[config.mk]
export PLATFORM = sky130hd
export DESIGN_NAME = alarma_ctrl
export DESIGN_NICKNAME = d
export VERILOG_FILES = /design/src/rtl/alarma_ctrl.sv
export SDC_FILE = /design/constraint.sdc
export NUM_CORES = 1
export LEC_CHECK = 0
export ABC_AREA = 1
export ABC_CLOCK_PERIOD_IN_PS = 5930
export BUFFER_PORTS_ARGS = -buffer_cell sky130_fd_sc_hd__buf_2
export CORE_MARGIN = 2
export CORE_UTILIZATION = 60
export CTS_BUF_LIST = sky130_fd_sc_hd__clkbuf_16
export CTS_CLUSTER_SIZE = 10
export DETAILED_ROUTE_END_ITERATION = 6
export PLACE_DENSITY_LB_ADDON = 0.15
export SYNTH_ARGS = -nofsm -noshare
export SYNTH_HDL_FRONTEND = slang
export SYNTH_SLANG_ARGS = --single-unit
[constraint.sdc]
create_clock -name clk -period 5.93 [get_ports clk]
set_clock_uncertainty 0.05 [all_clocks]
set_input_delay 0.8895 -clock clk [delete_from_list [all_inputs] [get_ports clk]]
set_output_delay 0.8895 -clock clk [all_outputs]
set_load 0.01 [all_outputs]
[src/rtl/alarma_ctrl.sv]
// alarma_ctrl: keypad-armed home alarm with exit/entry delays, zone latch and horn drive.
// Optional ALARMA_CHIRP_EN: horn chirps 1 tick on / 1 tick off during EXIT and ENTRY.
module alarma_ctrl #(
   parameter int          TICK_DIV = 1000,
   parameter int          EXIT_T   = 30,
   parameter int          ENTRY_T  = 15,
   parameter int          ALARM_T  = 180,
   parameter logic [15:0] CODE     = 16'h1234
) (
   input  logic       clk,
   input  logic       rst_n,
   input  logic [3:0] Digit,
   input  logic       DigitValid,
   input  logic       P,
   input  logic       Co,
   input  logic       Ca,
   input  logic       G,
   input  logic       V,
   input  logic       Pa,
   output logic       Bocina,
   output logic       Armado,
   output logic [2:0] Estado,
   output logic [5:0] Zona
);
   typedef enum logic [2:0] {DISARMED = 3'd0, EXIT = 3'd1, ARMED = 3'd2, ENTRY = 3'd3, ALARM = 3'd4} state_t;
`ifdef ALARMA_CHIRP_EN
   localparam bit CHIRP = 1'b1;
`else
   localparam bit CHIRP = 1'b0;
`endif
   localparam int MAXT = (EXIT_T > ENTRY_T) ? ((EXIT_T > ALARM_T) ? EXIT_T : ALARM_T)
                                            : ((ENTRY_T > ALARM_T) ? ENTRY_T : ALARM_T);
   localparam int TW = $clog2(MAXT + 1);
   localparam int PW = $clog2(TICK_DIV);

   state_t          state, nstate;
   logic [PW-1:0]   pre;
   logic [TW-1:0]   timer, load;
   logic [1:0]      cnt, bad;
   logic [15:0]     sh, word;
   logic            par, par_n, tick, timeout, full, code_ok, code_bad, watched, changed, bad_trip;
   logic [5:0]      zona_n;
   logic            armado_n, bocina_n;

   assign Estado = state;

   // next state by priority: panic, code, third bad code, instant zones, door, timeout
   always_comb begin
      word     = {sh[11:0], Digit};
      full     = DigitValid && cnt == 2'd3;
      code_ok  = full && word == CODE;
      code_bad = full && !code_ok;
      tick     = pre == PW'(TICK_DIV - 1);
      timeout  = tick && timer == TW'(1);
      watched  = state == ARMED || state == ENTRY || state == ALARM;
      bad_trip = code_bad && watched && bad == 2'd2;
      nstate   = state;
      if (Pa)
         nstate = ALARM;
      else if (code_ok)
         nstate = (state == DISARMED) ? EXIT : DISARMED;
      else if (bad_trip)
         nstate = ALARM;
      else if ((state == ARMED || state == ENTRY) && (Co || Ca || G || V))
         nstate = ALARM;
      else if (state == ARMED && P)
         nstate = ENTRY;
      else if (timeout)
         nstate = (state == EXIT) ? ARMED : (state == ENTRY) ? ALARM : (state == ALARM) ? ARMED : state;
      changed  = nstate != state;
      load     = (nstate == EXIT) ? TW'(EXIT_T) : (nstate == ENTRY) ? TW'(ENTRY_T) :
                 (nstate == ALARM) ? TW'(ALARM_T) : '0;
      par_n    = changed ? 1'b0 : (tick ? ~par : par);
      zona_n   = (nstate == DISARMED || nstate == EXIT) ? 6'd0 :
                 Zona | {Pa, watched ? {V, G, Ca, Co, P} : 5'd0};
      armado_n = nstate == ARMED || nstate == ENTRY || nstate == ALARM;
      bocina_n = nstate == ALARM || (CHIRP && (nstate == EXIT || nstate == ENTRY) && !par_n);
   end

   // state, timers, keypad, bad-code count and registered outputs
   always_ff @(posedge clk) begin
      if (!rst_n) begin
         state  <= DISARMED;
         pre    <= '0;
         timer  <= '0;
         par    <= 1'b0;
         cnt    <= 2'd0;
         sh     <= 16'd0;
         bad    <= 2'd0;
         Zona   <= 6'd0;
         Armado <= 1'b0;
         Bocina <= 1'b0;
      end else begin
         state  <= nstate;
         pre    <= (changed || tick) ? '0 : pre + PW'(1);
         timer  <= changed ? load : (tick && timer != '0) ? timer - TW'(1) : timer;
         par    <= par_n;
         cnt    <= changed ? 2'd0 : DigitValid ? cnt + 2'd1 : cnt;
         sh     <= DigitValid ? word : sh;
         bad    <= (code_ok || bad_trip) ? 2'd0 : (code_bad && watched) ? bad + 2'd1 : bad;
         Zona   <= zona_n;
         Armado <= armado_n;
         Bocina <= bocina_n;
      end
   end
endmodule

==> results of run 1 <==
-- registers in the layout (all words and copies together) (netlist names) --
signal and cells:
sh 12, Zona 6, Bocina 1, Estado 3, Armado 1, timer 8, pre 10, bad 2
cnt 2
-- routing by layer --
metal / vias to the layer above / track usage (%)
li1: 1071 / -
met4: 0 / 10.2
met2: 35 / 37.3
met1: 884 / 27.9
met5: - / 0
met3: 9 / 6.76
-- report_power, final --
group	switching, mW	internal, mW
registers	0.00930	0.319
clock network	0.107	0.196
logic	0.0672	0.0378
total	0.184	0.552
-- worst reg2reg max path: stages, from the launching register on --
cell	delay, ps
dfxtp_1	350
ha_1	190
nand2_1	100
inv_1	100
nand3_1	80
nor2_1	200
nand3_1	140
a21oi_2	210
o21ai_4	100
nand3_1	150
nand2_2	120
nor2_8	240
inv_2	110
nor2_4	130
nor2_1	70
nor2_2	80
-- how the worst min path moves through the flow --
stage                            from  cells after the start  slack [ps]                 to
global placement    pre[0]$_SDFF_PP0_                      1         380  pre[0]$_SDFF_PP0_
detailed placement  pre[0]$_SDFF_PP0_                      1         400  pre[0]$_SDFF_PP0_
floorplan           pre[0]$_SDFF_PP0_                      1         370  pre[0]$_SDFF_PP0_
CTS                 pre[0]$_SDFF_PP0_                      1         410  pre[0]$_SDFF_PP0_
finish              pre[0]$_SDFF_PP0_                      1         410  pre[0]$_SDFF_PP0_
global route        pre[0]$_SDFF_PP0_                      1         430  pre[0]$_SDFF_PP0_
-- kinds of logic (layout without fill, tap and decap cells) --
family | count (synthesis) | count (layout) | share of synthesized area (%)
AO/OA/AOI/OAI | 37 | 37 | 9.61
buffers and inverters | 40 | 63 | 7.28
AND/OR/NAND/NOR | 180 | 180 | 36.5
adder cells (fa/ha/maj) | 6 | 6 | 3.19
XOR/XNOR | 14 | 14 | 5.20
flip-flops | 45 | 45 | 38.2
-- per-stage QoR --
stage / hold WS [ps] / instance area, um^2 / instances / power [mW] / util, %
global route: 430 / 2640 / 393 / 0.772 / 71.1
floorplan: 368 / 2360 / 322 / 0.415 / -
finish: 406 / 2640 / 393 / 0.736 / 71.1
global placement: 377 / 2480 / 385 / 0.435 / 66.7
CTS: 406 / 2640 / 393 / 0.741 / 71.1
detailed placement: 397 / 2480 / 385 / 0.437 / 66.7
-- cell type report --
class / instances / area share, %
Multi-Input combinational cell: 237 / 48.6
Sequential cell: 45 / 34.1
Clock buffer: 5 / 4.73
Inverter: 32 / 4.55
Timing Repair Buffer: 23 / 4.36
Tap cell: 48 / 2.27
Clock inverter: 3 / 1.42
-- layout by cell type (no fill, tap or decap), types with 2 or more instances in the layout --
master     Yosys  routed
nor2_1        63      63
nand2_1       56      56
dfxtp_1       45      45
nand3_1       34      34
inv_1         28      29
buf_2          2      23
o21ai_0       16      16
a21oi_1       12      12
xor2_1        10      10
ha_1           6       6
nand2_2        5       5
nor2_2         5       5
a21oi_2        5       5
clkbuf_16      0       5
inv_2          4       4
xnor2_1        4       4
nand3_4        3       3
o21ai_2        3       3
nor3_1         2       2
nand4_1        2       2
nand3b_1       2       2
==> out/metrics.cfg, run 1 <==
[status]
status=completed

[yosys]
ys_ff_latch=45
synth_area_leader_cell=dfxtp_1
ys_warn_count=0
synth_top_area_share_pct=38.2
synthTopCellsByCount=63 x nor2_1, 56 x nand2_1, 45 x dfxtp_1
yosysMostFrequentCell=nor2_1
syn_nets=341
syn_area_um2=2360
synthCells=322
synth-edff-count=0
synth_flop_cell=dfxtp_1
synthTopCellsByArea=dfxtp_1 38%, nor2_1 10%, nand2_1 8.9%, nand3_1 7.2%, inv_1 4.5%
avgSynthCellArea_um2=7.32
async_reset_ff_share_pct=0
yosysSeqAreaShare_pct=38.2
ys_types=32

[setup_path]
end_kind=register
crit_buf_inv=2
crit_type=input pin to register
crit_path_start_kind=input pin
r2r_end=timer[3]$_SDFFE_PN0P_
cp_slowest_cell=or3_1
path_max_fanout=16
path_cells=buf_2 -> or3_1 -> o21ai_2 -> nand3_4 -> nor2_2 -> nand2_1 -> nand2_2 -> nand3_4 -> nor2_8 -> inv_2 -> nor2_4 -> nor2_1 -> nor2_2
crit_required_ps=6100
critPathMaxStageDelay_ps=380
endpoint=timer[3]$_SDFFE_PN0P_
ff2ff_path_depth=15
crit_family=simple AND/OR/NAND/NOR gates
startpoint=Ca
crit_cells=13
r2r_setup_slack_ps=3460
reg2reg_from=pre[0]$_SDFF_PP0_
crit_arrival_ps=2770

[clock_tree]
postCtsHoldBufs=0
path_clk_slew_ps=60
tritoncts=built
post_cts_resized=0
cts_root_buf=clkbuf_16
h-tree-depth=2
clock_latency_ps=280
ctsLongestPathBuffers=2
clkSinkCount=45
post_cts_buffers=0
cts_buffers=5

[drt]
viasPerCell=5.09
avgRoutedWirePerCell_um=11.2
wl_met2_um=2120
ant_nets=0
dr.pass1.iters=4
drtIter0Drc=115
routed.top_layer=met4
wirelength_met1_um=2060
met3_length_um=146
drt_wl_total_um=4420
drcViolationCount=0
vias=1999

[layout]
seq_area_um2=901
layout.nets=363
final.fill_count=306
drive_above_1_share_pct=17.7
syn2layout_area_growth_pct=12.2
multiInputGateArea_um2=1280
antenna_cells=0

[floorplan]
start_util_pct=63.4
die_w_um=66.7
rows=22
die_area_um2=4440
ios=24
core_um2=3720
dieHeight_um=66.7

[grt]
antenna_found_initial=0
grt_pass1_vias=1883
track_usage_pct=22.9
overflow=0
grt_pass1_wl_um=7800
grt_max_degree=24

[timing]
slew_viol_final=0
worstMarginPinSlew_ps=408
relSlewSlack_pct=72.8
finalCritPeriodShare_pct=43.7
finalHoldViolations=0
final.setup.tns_ps=0
rsz0062_at_grt=no
setup_viol_count_final=0
max_freq_mhz=386
layout_min_cycle_time_ps=2590
worst_slack_ps=3340

[place]
io_buffer_count=23
pre_cts_ws_ps=3070
hpwl_um=3150
gp_congestion=0.971

[power_and_ir_drop]
ir_drop_v=0.000233
powerDensity_nw_per_um2=278
cellLeakagePower_nw=1.18

[worst_hold_path]
hold_class=register to register

[flow_run]
drv_cap=0

Power figures use the tool's default switching activity.
==> run 2, diff against run 1 <==
--- a/config.mk
+++ b/config.mk
@@ -6,10 +6,10 @@
 export NUM_CORES = 1
 export LEC_CHECK = 0
 export ABC_AREA = 1
-export ABC_CLOCK_PERIOD_IN_PS = 5930
+export ABC_CLOCK_PERIOD_IN_PS = 2200
 export BUFFER_PORTS_ARGS = -buffer_cell sky130_fd_sc_hd__buf_2
 export CORE_MARGIN = 2
-export CORE_UTILIZATION = 60
+export CORE_UTILIZATION = 53
 export CTS_BUF_LIST = sky130_fd_sc_hd__clkbuf_16
 export CTS_CLUSTER_SIZE = 10
 export DETAILED_ROUTE_END_ITERATION = 6
==> constraint.sdc (replaced) <==
create_clock -name clk -period 2.2 [get_ports clk]
set_clock_uncertainty 0.05 [all_clocks]
set_input_delay 0.33 -clock clk [delete_from_list [all_inputs] [get_ports clk]]
set_output_delay 0.33 -clock clk [all_outputs]
set_load 0.01 [all_outputs]
==> out/metrics.cfg, run 2 (synthesis results as in run 1) <==
[timing]
setup_viol_count_final=0
finalHoldViolations=0
layout_min_cycle_time_ps=2160
holdWs_ps=234
slew_viol_final=0
finalCritPeriodShare_pct=98.3
final.setup.tns_ps=0
relSlewSlack_pct=76.9
rsz0062_at_grt=yes
worstMarginPinSlew_ps=346
max_freq_mhz=462

[floorplan]
die_area_um2=4990
rows=24
dieHeight_um=70.7
core_um2=4320
start_util_pct=54.5
ios=24
die_w_um=70.7

[grt]
track_usage_pct=20.2
grt_pass1_vias=1898
overflow=0
grt_max_degree=23
antenna_found_initial=0
grt_pass1_wl_um=8220

[setup_path]
crit_required_ps=2330
crit_arrival_ps=2300
crit_family=simple AND/OR/NAND/NOR gates
crit_cells=18
r2r_setup_slack_ps=40
path_cells=inv_1 -> ha_1 -> nand2_1 -> nor2_1 -> buf_4 -> nand3_2 -> nand2_2 -> nand2_2 -> nand2_4 -> nor2_4 -> nand2_1 -> nand2_2 -> nand3_4 -> buf_12 -> nor2_4 -> nand3_1 -> nand2_1 -> nor2_2
crit_type=register to register
ff2ff_path_depth=18
reg2reg_from=timer[1]$_SDFFE_PN0P_
crit_path_start_kind=register
cp_slowest_cell=dfxtp_1
critPathMaxStageDelay_ps=300
path_max_fanout=8
crit_buf_inv=3
startpoint=timer[1]$_SDFFE_PN0P_
end_kind=register

[clock_tree]
cts_buffers=5
tritoncts=built
cts_root_buf=clkbuf_16
postCtsHoldBufs=0
h-tree-depth=2
clock_latency_ps=280
clkSinkCount=45
ctsLongestPathBuffers=2
path_clk_slew_ps=60

[layout]
antenna_cells=0
top_register=sh
final_common_cell=nor2_1
largest_reg_flops=12
reg.largest.list=sh x12, pre x10, timer x8
final.fill_count=356
layout.nets=396
layout.cells.most_common_list=58 x nor2_1, 48 x nand2_1, 39 x dfxtp_1
drive_above_1_share_pct=33.6
syn2layout_area_growth_pct=28.5

[drt]
avgRoutedWirePerCell_um=11.7
dr.pass1.iters=4
viasPerCell=4.97
drcViolationCount=0
drtIter0Drc=146
drt_wl_total_um=5050
ant_nets=0
vias=2137

[place]
hpwl_um=3470
io_buffer_count=23
gp_congestion=0.859

[worst_hold_path]
worstHoldPathCells=3
hold_class=input pin to register
hp-start=Digit[0]

[power_and_ir_drop]
ir_drop_v=0.000398
powerDensity_nw_per_um2=640
cellLeakagePower_nw=1.37

[flow_run]
drv_cap=0

[status]
status=completed

run 2: changes by cell type in the layout (fill, tap and decap cells not counted), moves of 3 or more:
cell / change
buf_4: +31
nand3_1: -11
nand3_2: +11
nand2_1: -8
dfxtp_1: -6
nand2_2: +6
nor2_1: -5
dfxtp_2: +4
nor2_2: +3
nor2_4: +3
run 2: stage by stage:
step / area [um^2] / util (%) / cells / power (mW) / setup WS (ps)
after floorplan: 2360 / - / 322 / 1.12 / 145
after detailed placement: 2670 / 61.8 / 414 / 1.21 / -28.6
final: 3030 / 70.0 / 430 / 1.94 / 37.1
after CTS: 2830 / 65.5 / 423 / 1.92 / 11.4
after global placement: 2670 / 61.8 / 414 / 1.21 / -3.12
after global routing: 3030 / 70.0 / 430 / 2.04 / -138
run 2: cell type report:
type	count	area (um^2)	share of cell area, %
Clock buffer	5	125	4.13
Clock inverter	3	13.8	0.455
Inverter	32	123	4.05
Timing Repair Buffer	55	368	12.1
Sequential cell	45	913	30.2
Tap cell	52	65.1	2.15
Multi-Input combinational cell	238	1420	46.9
run 2: layer usage:
| metal | routed length [um] | track usage (%) | up-vias |
|---|---|---|---|
| met2 | 2450 | 33.4 | 29 |
| met4 | 63 | 6.29 | 0 |
| met1 | 2370 | 26.6 | 963 |
| li1 | - | - | 1139 |
| met3 | 162 | 4.27 | 6 |
| met5 | 0 | 0 | - |
run 2: report_power, final:
group	internal (mW)	switching [mW]	leakage [nW]
Sequential	0.857	0.0259	0.373
Clock	0.412	0.301	0.0748
Combinational	0.147	0.196	0.921
Total	1.42	0.523	1.37
run 2: worst register-to-register path, delay by kind of cell, from the launching register on:
family,cells,cell delay [ps]
adder cells (fa/ha/maj),1,170
buffers and inverters,3,330
flip-flops,1,300
AND/OR/NAND/NOR,14,1170
run 2: worst paths after layout:
check	endpoint
setup / recovery	timer[3]$_SDFFE_PN0P_
hold reg to reg	bad[0]$_SDFFE_PP0N_
hold / removal	sh[0]$_SDFFE_PN0P_
setup reg to reg	timer[3]$_SDFFE_PN0P_
run 2: timing repair:
item	CTS	global route
gates resized for setup	3	39
gates cloned	1	0
setup endpoints to repair	4	27
pin swaps	2	15
buffers inserted	0	7
